$ cat src/rtl/lc4_issue_ctrl.sv
// In-order issue controller for the ECC-extended LC4 pipeline: scoreboard hazard
// checks, single write-port scheduling across short/long latencies, control drain.
module lc4_issue_ctrl #(
    parameter int EX_LAT  = 2,
    parameter int ECC_LAT = 4
) (
    input  logic       clk,
    input  logic       rst_n,
    input  logic       d_valid,
    input  logic [4:0] d_r1sel,
    input  logic       d_r1re,
    input  logic [4:0] d_r2sel,
    input  logic       d_r2re,
    input  logic [4:0] d_wsel,
    input  logic       d_regfile_we,
    input  logic       d_long,
    input  logic       d_is_control,
    output logic       d_ready,
    output logic       x_issue,
    output logic       flush_fetch,
    output logic       wb_valid,
    output logic [4:0] wb_sel,
    output logic       wb_we,
    output logic       busy
);

    // Handshake: an instruction transfers in any cycle where d_valid and d_ready
    // are both high; d_ready never depends on x_issue and nothing is latched.

    typedef struct packed {
        logic       v;
        logic [4:0] sel;
        logic       we;
    } slot_t;

    slot_t       slot_q [1:ECC_LAT];
    slot_t       slot_d [1:ECC_LAT];
    logic [31:0] pending_q;
    logic [31:0] pending_d;
    logic        flush_q;

    logic any_slot;
    logic raw_hazard;
    logic waw_hazard;
    logic port_conflict;
    logic control_drain;

    always_comb begin
        any_slot = 1'b0;
        for (int k = 1; k <= ECC_LAT; k++) begin
            any_slot = any_slot | slot_q[k].v;
        end
    end

    assign busy = (|pending_q) | any_slot;

    assign raw_hazard    = (d_r1re & pending_q[d_r1sel]) | (d_r2re & pending_q[d_r2sel]);
    assign waw_hazard    = d_regfile_we & pending_q[d_wsel];
    // A short op landing in slot EX_LAT would collide with whatever shifts down
    // from slot EX_LAT+1; long ops enter the top slot and can never collide.
    assign port_conflict = ~d_long & slot_q[EX_LAT+1].v;
    assign control_drain = d_is_control & busy;

    // rst_n gating keeps d_ready low for the whole time reset is asserted.
    assign d_ready = rst_n & d_valid & ~raw_hazard & ~waw_hazard & ~port_conflict
                     & ~control_drain & ~flush_q;
    assign x_issue = d_valid & d_ready;

    assign flush_fetch = flush_q;
    assign wb_valid    = slot_q[1].v;
    assign wb_sel      = slot_q[1].sel;
    assign wb_we       = slot_q[1].we;

    always_comb begin
        for (int k = 1; k < ECC_LAT; k++) begin
            slot_d[k] = slot_q[k+1];
        end
        slot_d[ECC_LAT] = '0;
        if (x_issue) begin
            if (d_long) begin
                slot_d[ECC_LAT] = '{v: 1'b1, sel: d_wsel, we: d_regfile_we};
            end else begin
                slot_d[EX_LAT] = '{v: 1'b1, sel: d_wsel, we: d_regfile_we};
            end
        end
    end

    // Clear is applied before set so a same-index collision resolves to set.
    always_comb begin
        pending_d = pending_q;
        if (slot_q[1].v && slot_q[1].we) begin
            pending_d[slot_q[1].sel] = 1'b0;
        end
        if (x_issue && d_regfile_we) begin
            pending_d[d_wsel] = 1'b1;
        end
    end

    always_ff @(posedge clk or negedge rst_n) begin
        if (!rst_n) begin
            for (int k = 1; k <= ECC_LAT; k++) begin
                slot_q[k] <= '0;
            end
            pending_q <= '0;
            flush_q   <= 1'b0;
        end else begin
            for (int k = 1; k <= ECC_LAT; k++) begin
                slot_q[k] <= slot_d[k];
            end
            pending_q <= pending_d;
            flush_q   <= x_issue & d_is_control;
        end
    end

endmodule

$ cat config.mk
export PLATFORM = sky130hd
export DESIGN_NAME = lc4_issue_ctrl
export DESIGN_NICKNAME = d
export VERILOG_FILES = /design/src/rtl/lc4_issue_ctrl.sv
export SDC_FILE = /design/constraint.sdc
export NUM_CORES = 1
export LEC_CHECK = 0
export CORE_ASPECT_RATIO = 1.2
export CORE_UTILIZATION = 24
export DETAILED_ROUTE_END_ITERATION = 10
export GPL_ROUTABILITY_DRIVEN = 0
export GPL_TIMING_DRIVEN = 0
export PLACE_DENSITY = 0.41
export SYNTH_ARGS = -nofsm -noshare
export SYNTH_HDL_FRONTEND = slang
export SYNTH_SLANG_ARGS = --single-unit
$ cat constraint.sdc
create_clock -name clk -period 3.7 [get_ports clk]
set_input_delay 0.74 -clock clk [delete_from_list [all_inputs] [get_ports clk]]
set_output_delay 0.74 -clock clk [all_outputs]
set_load 0.05 [all_outputs]
## Word level (Yosys, flattened, before mapping)

Index checks and enable logic that the tools add are counted.

- Bits in registers: 61
- Output and inout port bits: 11
- Word-level logic and storage cells: 68
- Input bits: 23

- Bitwise logic cells: 27
- Multiplexer cells: 16
- Reductions and logical operators: 5
- Magnitude comparators: 6

Operators by type and width:

| operator | number |
|---|---|
| 32-bit 2-to-1 mux | 2 |
| 32-bit AND | 1 |
| 32-bit NOT | 1 |
| 32-bit OR | 1 |
| 32-bit OR reduction | 1 |
| 7-bit 2-to-1 mux | 4 |
| 5-bit by 6-bit < comparator with 1-bit output (second input constant) | 4 |
| 1-bit binary-select mux with 5-bit select | 3 |
| 1-bit AND | 13 |
| 1-bit demux with 5-bit select | 2 |
| 5-bit by 1-bit greater-or-equal comparator with 1-bit output (second input constant) | 2 |
| 1-bit NOT | 6 |
| 1-bit 2-to-1 mux | 5 |
| 1-bit OR | 5 |
| 1-bit logical AND | 4 |

## Depth between registers and ports, before layout

- Depth in word-level cells: 13
- Mapped depth: 10
- Depth with buffers taken out: 7

## Worst setup path after synthesis

No wires, ideal clock.

- Path kind: input-to-output
- From: in d_wsel[0]
- To: out x_issue
- Stages: 9
- Data arrival time: 2.952 ns
- Setup slack: 0.008 ns
- Path through: clkbuf_1 > buf_2 > mux4_2 > a22oi_1 > a41oi_1 > a41oi_2 > nand3_2 > clkbuf_1 > inv_1

- Cells in the longest elaborated chain, start to end: 9

RTL lines:

| what | line | source |
|---|---|---|
| from (decl) | 14 | `input logic [4:0] d_wsel,` |
| 1-bit binary-select mux with 5-bit select | 58 | `assign waw_hazard = d_regfile_we & pending_q[d_wsel];` |
| 1-bit 2-to-1 mux (implied by the code) | 58 |  |
| 1-bit AND | 58 |  |
| 1-bit NOT | 65 | `assign d_ready = rst_n & d_valid & ~raw_hazard & ~waw_hazard & ~port_conflict` |
| 1-bit AND (2 in series) | 65 |  |
| 1-bit AND (2 in series) | 66 | `& ~control_drain & ~flush_q;` |
| 1-bit AND | 67 | `assign x_issue = d_valid & d_ready;` |
| to (decl) | 19 | `output logic x_issue,` |

Every way passes these cells. The select of a mux whose other input is x is not followed.

## Final worst setup path

- From: in d_r1sel[0]
- To: out x_issue

- Cells in the longest elaborated chain, start to end: 11

RTL lines:

| what | line | source |
|---|---|---|
| from (decl) | 10 | `input logic [4:0] d_r1sel,` |
| 1-bit binary-select mux with 5-bit select | 57 | `assign raw_hazard = (d_r1re & pending_q[d_r1sel]) \| (d_r2re & pending_q[d_r2sel]);` |
| 1-bit 2-to-1 mux (implied by the code) | 57 |  |
| 1-bit AND | 57 |  |
| 1-bit OR | 57 |  |
| 1-bit NOT | 65 |  |
| 1-bit AND (3 in series) | 65 |  |
| 1-bit AND (2 in series) | 66 |  |
| 1-bit AND | 67 |  |

Every way passes these cells. The select of a mux whose other input is x is not followed.

==> flow_summary_export.csv <==
group,metric,value,unit
grt,grtUsageMet2,25.4,%
clock_network,ctsRootBufferMaster,"clkbuf_16",
placed_design,port_buffers,28,
grt,met3_usage,3.10,%
yosys,synthDominantCellAreaShare,46.7,%
floorplan,core-area,13200,um2
worst_setup_path,startpoint_type,"primary input",
route,ant_nets,0,
route,viasPerCell,5.32,
yosys,async_reset_ff_share,100,%
worst_setup_path,ff2ff_setup_slack,880,ps
yosys,yosysMostFrequentCell,"dfrtp_1",
floorplan,initial_core_util,24.7,%
route,routed_wl,10.2,mm
yosys,avgSynthCellArea,11.2,um2
cells_and_area,n_antenna_cell,0,
grt,grt_first_pass_wirelength,16.0,mm
pwr,ir_drop,207,uV
outcome,status,"completed",
yosys,syn_inst,291,
cells_and_area,layoutNonFillerInstCount,506,
floorplan,die_w,109,um
grt,met1_usage,20.6,%
min_path,hp-class,"register to register",
placed_design,dpl-instance-area,3760,um2
sta,fin_tns_setup,0,ps
cells_and_area,fillerInstances,1369,
grt,overflow,0,
worst_setup_path,path_cells,"buf_4 > mux4_2 > mux2_2 > or3_1 > a41oi_4 > nand3_2 > buf_8 > inv_1 > buf_6",
sta,layout_setup_ws,80.8,ps
cells_and_area,final_area,4230,um2
yosys,synth_edf_count,0,
route,num_vias,2690,
cells_and_area,fin_nets,356,
cells_and_area,multiInputGateArea,1690,um2
yosys,yosys_warnings,0,
pwr,power.total,1.64,mW
job,drv_cap,0,
yosys,synth-main-ff-cell,"dfrtp_1",
placed_design,pre_cts_ws,-1440,ps
grt,antenna_found_initial,0,
sta,finalHoldViolCount,0,
yosys,syn_nets,314,
placed_design,hpwl,7.51,mm
sta,min_period_over_period,97.8,%
floorplan,rows,46,
worst_setup_path,slowest_delay,510,ps
clock_network,clk_pin_slew,50,ps
sta,fin_crit,3620,ps
worst_setup_path,crit_buf_inv,4,
grt,grt_pass1_vias,2765,
yosys,yosys-top-cells-area,"dfrtp_1, mux4_2, o21ai_0",
yosys,ys_top_cells_by_count,"dfrtp_1, o21ai_0, nand2_1",
cells_and_area,layout-drive-gt1-share,25.7,%
cells_and_area,fin_util,31.9,%
yosys,synth_cell_type_count,37,
yosys,synth_top_area_cell,"dfrtp_1",
yosys,synth_seq_area_share,46.7,%
worst_setup_path,worstSetupPathType,"primary input to output port",
clock_network,insertion_delay,330,ps
sta,worstMarginPinSlew,800,ps
pwr,leakage,1.52,nW
sta,fin_hold_ws,344,ps
grt,track_usage,15.7,%
grt,grt_max_degree,63,
worst_setup_path,required,2960,ps
yosys,synth_area,3270,um2
worst_setup_path,crit_family,"multiplexers",
sta,fin_skew,7.74,ps
clock_network,cts_tree,"built",
route,firstDrtPassIters,4,
route,drtIter0Drc,162,
clock_network,cts_buffer_depth,2,
placed_design,dpl.cell_count,487,
grt,grt-busiest-layer,"met2",
cells_and_area,area_delta_synth_final,29.4,%
route,wire_per_inst,20.3,um
floorplan,boundaryPins,34,
cells_and_area,seq_area,1530,um2
clock_network,htreeDepth,3,
clock_network,cts_sinks,61,
floorplan,dieHeight,130,um
sta,maxSlewHeadroom,46.7,%
worst_setup_path,crit_slowest_cell,"mux4_2",
pwr,powerDensity,388,nW/um2
clock_network,cts-buffers-inserted,9,
sta,slew_violations,0,
route,drcViolationCount,0,
yosys,ys_ff_latch,61,
sta,fmax,276,MHz
worst_setup_path,cp.arrival,2880,ps
worst_setup_path,setup.worst_path.end_class,"output port",
clock_network,holdBufCountCts,0,
worst_setup_path,crit_fanout,10,
floorplan,die_area,14100,um2
sta,setup_viol,0,
## cell families (layout without fill, tap and decap cells)
group,after synthesis,after routing,share of synthesized area (%)
AO/OA/AOI/OAI,74,74,13.4
buffers and inverters,29,76,4.17
flip-flops,61,61,46.7
multiplexers,37,37,20.9
AND/OR/NAND/NOR,90,90,14.8
## worst reg2reg max path, stage by stage (launching register included)
cell and delay [ps]:
dfrtp_1 440, nor4_1 470, nand4_1 160, or3_1 500, a221oi_2 350, nand3_2 170
buf_4 170, buf_2 180, o31ai_1 280
## cell usage in the layout, fill, tap and decap left out, drive strengths merged, types with 3 or more instances in the layout
master | Yosys | final
nand3 | 11 | 11
clkdlybuf4s50 | 0 | 20
o31ai | 12 | 12
dfrtp | 61 | 61
nand3b | 5 | 5
buf | 11 | 21
mux2i | 4 | 4
inv | 8 | 8
clkinv | 1 | 3
nor3b | 3 | 3
nor3 | 8 | 8
clkbuf | 9 | 18
mux4 | 24 | 24
or3 | 5 | 5
nand2b | 3 | 3
mux2 | 9 | 9
nand2 | 28 | 28
nor2 | 7 | 7
nor4 | 9 | 9
nand4 | 3 | 3
o21ai | 52 | 52
a22oi | 4 | 4
and3b | 3 | 3
## path summary, 6_finish.rpt
path / from / end / depth (start not counted)
worst max-delay path: d_r1sel[0] / x_issue / 9
worst min-delay path: slot_d[25] / wb_sel[3] / 0
worst max register to register: pending_q[7] / pending_q[30] / 8
worst min register to register: slot_d[25] / wb_sel[3] / 0
max in group asynchronous: rst_n / wb_sel[0] / 1
min in group asynchronous: rst_n / pending_q[29] / 1
## area by class of cell
| type | count | share of cell area [%] |
|---|---|---|
| Inverter | 9 | 0.799 |
| Tap cell | 168 | 4.97 |
| Sequential cell | 61 | 36.1 |
| Clock buffer | 12 | 5.83 |
| Timing Repair Buffer | 31 | 7.10 |
| Buffer | 20 | 4.23 |
| Multi-Input combinational cell | 201 | 39.9 |
| Clock inverter | 4 | 1.12 |
## state kept, by name (all words and copies together) (netlist names)
register and count:
pending_q 32, slot_d 14, slot_q 7, wb_sel 5, flush_fetch 1, wb_valid 1
wb_we 1
## layer usage
metal / vias to the layer above / wire [um] / share of wire, %
met5: - / 0 / 0
met4: 0 / 220 / 2.1
li1: 1196 / - / -
met2: 100 / 5010 / 49
met1: 1377 / 4420 / 43
met3: 17 / 603 / 5.9
## power by group
group	total, mW	switching, mW	internal [mW]
clock	0.825	0.288	0.537
sequential	0.675	0.00332	0.672
combinational	0.141	0.0838	0.0574
total	1.64	0.375	1.27
## timing repair
| item | 4_1_cts | 5_1_grt |
|---|---|---|
| setup endpoints to repair | 2 | 2 |
| gates resized for setup | 48 | 15 |
| setup buffers | 2 | 1 |
| pin swaps | 2 | 3 |
Note: power is estimated with default switching activity, not from simulation.
